**config.mk**
```make
export PLATFORM = sky130hd
export DESIGN_NAME = io_monitor_master
export DESIGN_NICKNAME = d
export VERILOG_FILES = /design/src/rtl/io_map_pkg.sv /design/src/rtl/poll_timer.sv /design/src/rtl/io_monitor_master.sv
export SDC_FILE = /design/constraint.sdc
export NUM_CORES = 1
export LEC_CHECK = 0
export ABC_AREA = 0
export CELL_PAD_IN_SITES_DETAIL_PLACEMENT = 1
export CELL_PAD_IN_SITES_GLOBAL_PLACEMENT = 1
export CORE_ASPECT_RATIO = 1.2
export CORE_UTILIZATION = 36
export CTS_BUF_LIST = sky130_fd_sc_hd__clkbuf_2 sky130_fd_sc_hd__clkbuf_4 sky130_fd_sc_hd__clkbuf_8
export CTS_CLUSTER_DIAMETER = 40
export DETAILED_ROUTE_END_ITERATION = 8
export GPL_TIMING_DRIVEN = 0
export PLACE_DENSITY_LB_ADDON = 0.1
export SKIP_LAST_GASP = 1
export SLEW_MARGIN = 20
export SYNTH_ARGS = -nofsm -noshare
export SYNTH_HDL_FRONTEND = slang
export SYNTH_SLANG_ARGS = --single-unit
```
**constraint.sdc**
```tcl
create_clock -name clk -period 1.7 [get_ports clk]
set_input_delay 0.255 -clock clk [delete_from_list [all_inputs] [get_ports clk]]
set_output_delay 0.255 -clock clk [all_outputs]
set_load 0.02 [all_outputs]
```
**src/rtl/io_map_pkg.sv**
```systemverilog
// rtl/io_map_pkg.sv - I/O responder address map, display codes and monitor FSM states
package io_map_pkg;

    // Register addresses on the responder's local bus
    localparam logic [7:0] ADDR_SW        = 8'h00;
    localparam logic [7:0] ADDR_BTN       = 8'h02;
    localparam logic [7:0] ADDR_LED       = 8'h10;
    localparam logic [7:0] ADDR_DISP0     = 8'h20;
    localparam logic [7:0] ADDR_DISP_CTRL = 8'h24;

    // Digit code the display interprets as "segment off"
    localparam logic [15:0] BLANK_CODE = 16'h0010;

    // Pattern-mode value written to the display control register
    localparam logic [15:0] DISP_CTRL_PATTERN = 16'h0000;

    // One state per bus cycle of a poll frame
    typedef enum logic [2:0] {
        ST_IDLE,
        ST_RD_SW,
        ST_RD_BTN,
        ST_WR_LED,
        ST_WR_DISP,
        ST_WR_CTRL
    } state_t;

    // Hex digit for display position idx; position 0 is the leftmost (most significant) nibble
    function automatic logic [15:0] disp_digit(input logic [15:0] sw, input logic [1:0] idx);
        logic [15:0] shifted;
        shifted = sw >> {~idx, 2'b00};
        return {12'h000, shifted[3:0]};
    endfunction

endpackage

```
**src/rtl/poll_timer.sv**
```systemverilog
// rtl/poll_timer.sv - free-running poll counter with a single-cycle wrap tick
module poll_timer #(
    parameter int WIDTH = 16
) (
    input  logic clk,
    input  logic reset,
    output logic tick
);

    logic [WIDTH-1:0] count;

    // Free-running counter; wraps every 2^WIDTH cycles
    always_ff @(posedge clk or posedge reset) begin
        if (reset) begin
            count <= '0;
        end else begin
            count <= count + 1'b1;
        end
    end

    // Tick marks the cycle whose closing edge wraps the counter back to zero
    assign tick = &count;

endmodule

```
**src/rtl/io_monitor_master.sv**
```systemverilog
// rtl/io_monitor_master.sv - standalone bus initiator polling switches/buttons and driving LEDs and 7-segment display (option: IO_MONITOR_BTN_EN)
module io_monitor_master
    import io_map_pkg::*;
#(
    parameter int POLL_BITS = 16
) (
    input  logic        clk,
    input  logic        reset,
    input  logic        enable,
    output logic [7:0]  addr,
    output logic [15:0] data_out,
    input  logic [15:0] data_in,
    output logic        we,
    output logic        busy,
    output logic [15:0] sw_snap,
    output logic [4:0]  btn_edge
);

    state_t     state;
    logic [1:0] disp_idx;
    logic [1:0] disp_idx_next;
    logic       tick;
    logic       blank_next;

    poll_timer #(
        .WIDTH(POLL_BITS)
    ) u_poll_timer (
        .clk   (clk),
        .reset (reset),
        .tick  (tick)
    );

    assign disp_idx_next = disp_idx + 2'd1;

`ifdef IO_MONITOR_BTN_EN
    logic [4:0] btn_prev;
    logic [4:0] btn_edge_r;
    logic       blank;

    // The toggle is folded in combinationally so the same frame's digit writes already see it
    assign blank_next = blank ^ btn_edge_r[0];
    assign btn_edge   = btn_edge_r;

    // Button rising-edge detect (pulse lives for the cycle after RD_BTN) and blank toggle on btnC
    always_ff @(posedge clk or posedge reset) begin
        if (reset) begin
            btn_prev   <= '0;
            btn_edge_r <= '0;
            blank      <= 1'b0;
        end else begin
            blank <= blank_next;
            if (state == ST_RD_BTN) begin
                btn_edge_r <= data_in[4:0] & ~btn_prev;
                btn_prev   <= data_in[4:0];
            end else begin
                btn_edge_r <= '0;
            end
        end
    end
`else
    assign blank_next = 1'b0;
    assign btn_edge   = '0;
`endif

    // Poll-frame sequencer; bus outputs are registered and set up on the edge entering each state
    always_ff @(posedge clk or posedge reset) begin
        if (reset) begin
            state    <= ST_IDLE;
            addr     <= '0;
            data_out <= '0;
            we       <= 1'b0;
            busy     <= 1'b0;
            sw_snap  <= '0;
            disp_idx <= '0;
        end else begin
            case (state)
                ST_IDLE: begin
                    if (tick && enable) begin
                        state    <= ST_RD_SW;
                        addr     <= ADDR_SW;
                        we       <= 1'b0;
                        data_out <= '0;
                        busy     <= 1'b1;
                    end
                end

                ST_RD_SW: begin
                    sw_snap <= data_in;
`ifdef IO_MONITOR_BTN_EN
                    state   <= ST_RD_BTN;
                    addr    <= ADDR_BTN;
                    we      <= 1'b0;
`else
                    // sw_snap is only being captured now, so the LED write takes the live read value
                    state    <= ST_WR_LED;
                    addr     <= ADDR_LED;
                    we       <= 1'b1;
                    data_out <= data_in;
`endif
                end

                ST_RD_BTN: begin
                    state    <= ST_WR_LED;
                    addr     <= ADDR_LED;
                    we       <= 1'b1;
                    data_out <= sw_snap;
                end

                ST_WR_LED: begin
                    state    <= ST_WR_DISP;
                    disp_idx <= 2'd0;
                    addr     <= ADDR_DISP0;
                    we       <= 1'b1;
                    data_out <= blank_next ? BLANK_CODE : disp_digit(sw_snap, 2'd0);
                end

                ST_WR_DISP: begin
                    if (disp_idx != 2'd3) begin
                        disp_idx <= disp_idx_next;
                        addr     <= ADDR_DISP0 + {6'b0, disp_idx_next};
                        we       <= 1'b1;
                        data_out <= blank_next ? BLANK_CODE : disp_digit(sw_snap, disp_idx_next);
                    end else begin
                        state    <= ST_WR_CTRL;
                        addr     <= ADDR_DISP_CTRL;
                        we       <= 1'b1;
                        data_out <= DISP_CTRL_PATTERN;
                    end
                end

                ST_WR_CTRL: begin
                    state    <= ST_IDLE;
                    addr     <= '0;
                    we       <= 1'b0;
                    data_out <= '0;
                    busy     <= 1'b0;
                end

                default: begin
                    state    <= ST_IDLE;
                    addr     <= '0;
                    we       <= 1'b0;
                    data_out <= '0;
                    busy     <= 1'b0;
                end
            endcase
        end
    end

endmodule

```
==> impl_metrics.ini <==
[routing]
vias = 2067
wl_met1_mm = 2.83
wl_per_cell_um = 17.7
drt_pre_antenna_iters = 4
route.detailed.drc = 0
drt_wl_total_mm = 7.03
via_per_inst = 5.19
ant_nets = 0
wl_met3_um = 284
initialDrtViolationCount = 100
routed.top_layer = met4
routed-wl-met2_mm = 3.78

[status]
violations = negative setup slack
outcome = finished, violations left

[sta]
tightest_slew_ns = 0.640
period_share_pct = 110
setup_violations = 32
fmaxAchievable_mhz = 535
slew_headroom_pct = 57.3
period_minus_slack_ns = 1.87
layout_setup_ws_ns = -0.170
rsz0062_at_grt = true
hold_viol = 0
fin_skew_ns = 0.00914
drv_slew = 0

[global_route]
grt_overflow = 0
grt_pass1_wl_mm = 11.4
grt_pass1_vias = 2201
antenna_found_initial = 0
grt_start_max_net_pins = 33
track_usage_pct = 19.7

[cells_and_area]
stdcell_count = 398
drive_gt1_share_pct = 28.2
fin_nets = 324
syn_to_final_growth_pct = 44.4
antenna_cells = 0
fillCellCount = 776

[die]
io_pins = 66
core_area_sq_mm = 0.00723
die_h_um = 96.8
fp.dieArea_sq_mm = 0.00784
rows = 34
start_util_pct = 37.3
chipWidth_um = 81.0

[placed_design]
dp_cells = 368
port_buffers = 57
detailed_place_hpwl_mm = 4.73
place.gp.congestion = 0.729

[setup_path]
path_class = flip-flop to flip-flop
worstPathRequired_ns = 1.91
critPathArrivalTime_ns = 2.08
cp-start-kind = flip-flop
end_kind = flip-flop
crit_fanout = 6

[yosys]
synthTopCellsByArea = dfrtp_1 (56%), mux2_2 (8.4%), a21o_1 (3.9%)
synth_async_sr_flop_share_pct = 100
synth_common_cells = dfrtp_1 (60), mux2_2 (20), a21o_1 (14), a22o_1 (12)
ys_types = 38
synth_cells = 213
synth-seq-cells = 60
synth-main-ff-cell = dfrtp_1
avgSynthCellArea_sq_um = 12.7
synth_seq_area_share_pct = 55.7
synth_top_area_share_pct = 55.7
yosysWarningCount = 0
synth-edff-count = 0
netlist_area_sq_mm = 0.00270
synth.most_common_cell = dfrtp_1
yosysTopAreaCell = dfrtp_1

[job]
cap_viol_max_count = 0

[power_and_ir_drop]
total_power_w = 0.00317
ir_drop_uv = 574
p_leak_nw = 1.98
p_per_area_mw_per_mm2 = 814

[clock_network]
cts_buffers = 9
htree_levels = 3
cts_tree = done
cts-root-buf = clkbuf_8
cts.clk_slew.worst_paths_ns = 0.07
cts.sinks = 60
clockBufferDepth = 2
clk_latency_ns = 0.34
postCtsHoldBufs = 0

[hold_path]
holdCritPathClass = primary input to async pin
## what timing repair did
| item | in CTS | in global routing |
|---|---|---|
| pin swaps | 6 | 7 |
| resized for setup | 20 | 11 |
| setup endpoints to repair | 40 | 43 |
| endpoints found under the hold margin | 0 | 0 |
| gates cloned | 1 | 0 |
| setup buffers | 13 | 2 |
## worst max-delay path, stage by stage (launching register included)
cell	delay, ns
dfrtp_1	0.41
nand4_2	0.19
or4_4	0.53
nor2b_4	0.16
buf_8	0.13
a221o_1	0.33
## layout make-up
type / instances / area, sq um / share of cell area, %
Clock buffer: 12 / 159 / 4.08
Clock inverter: 4 / 95.1 / 2.44
Timing Repair Buffer: 73 / 721 / 18.5
Sequential cell: 60 / 1500 / 38.6
Multi-Input combinational cell: 137 / 1150 / 29.4
Buffer: 17 / 135 / 3.47
Inverter: 5 / 22.5 / 0.578
Tap cell: 90 / 113 / 2.89
## through the flow
| step | TNS [ns] | util (%) | area [sq um] | setup slack, ns | hold WS [ns] |
|---|---|---|---|---|---|
| 6_report | -2.76 | 53.8 | 3890 | -0.170 | 0.347 |
| 5_1_grt | -4.66 | 53.8 | 3890 | -0.238 | 0.393 |
| 4_1_cts | -2.87 | 53.5 | 3870 | -0.164 | 0.367 |
| 3_5_place_dp | -14.07 | 47.5 | 3430 | -0.468 | 0.467 |
| 3_3_place_gp | -15.52 | 47.2 | 3410 | -0.442 | 0.460 |
| 2_1_floorplan | -0.167 | - | 2730 | -0.0834 | 0.361 |
## kinds of logic after synthesis
group                    synth area share (%)
flip-flops                               55.7
AO/OA/AOI/OAI                            13.5
multiplexers                             11.7
other                                   0.139
buffers and inverters                    4.78
AND/OR/NAND/NOR                          8.77
XOR/XNOR                                 4.55
adder cells (fa/ha/maj)                 0.928
## registers in the layout (all words and copies together), names as in the netlist
name / count
disp_idx: 2
we: 1
busy: 1
state: 3
u_poll_timer.count: 16
addr: 5
sw_snap: 16
data_out: 16
## worst paths after layout
| check | cells after the start | to | from | slack [ns] |
|---|---|---|---|---|
| worst min register to register | 1 | data_out[9] | data_out[9] | 0.48 |
| worst min-delay path | 2 | u_poll_timer.count[3] | reset | 0.35 |
| max in group asynchronous | 3 | state[0] | reset | 0.78 |
| worst max register to register | 5 | data_out[1] | u_poll_timer.count[6] | -0.17 |
| min in group clk | 1 | data_out[9] | data_out[9] | 0.48 |
| worst max-delay path | 5 | data_out[1] | u_poll_timer.count[6] | -0.17 |
## report_power, final
group	switching, W	leakage (nW)	internal [W]
registers	0	0.812	0.00143
clock network	0.000558	0.130	0.00107
logic	0.0000598	1.04	0.0000579
## cells in the final DEF (no fill, tap or decap), drive strengths merged, types with 3 or more instances in the layout
master and instances:
conb 8, mux4 4, dfrtp 60, and3 3, a21oi 5, inv 4, bufinv 3, mux2 20
a22o 12, a21o 14, a221o 4, nand4 6, dlymetal6s2s 4, nor3 3, clkdlybuf4s50 53, o21ai 3
xnor2 10, xor2 4, nand3 4, clkbuf 14, nor2 10, nand2 7, buf 31, a22oi 4
## metal layers
metal | global-route usage [%] | vias up
li1 | - | 947
met1 | 23.6 | 1052
met2 | 33.6 | 55
met3 | 4.53 | 13
met4 | 7.14 | 0
met5 | 0 | -
(Power assumes the default switching activity.)
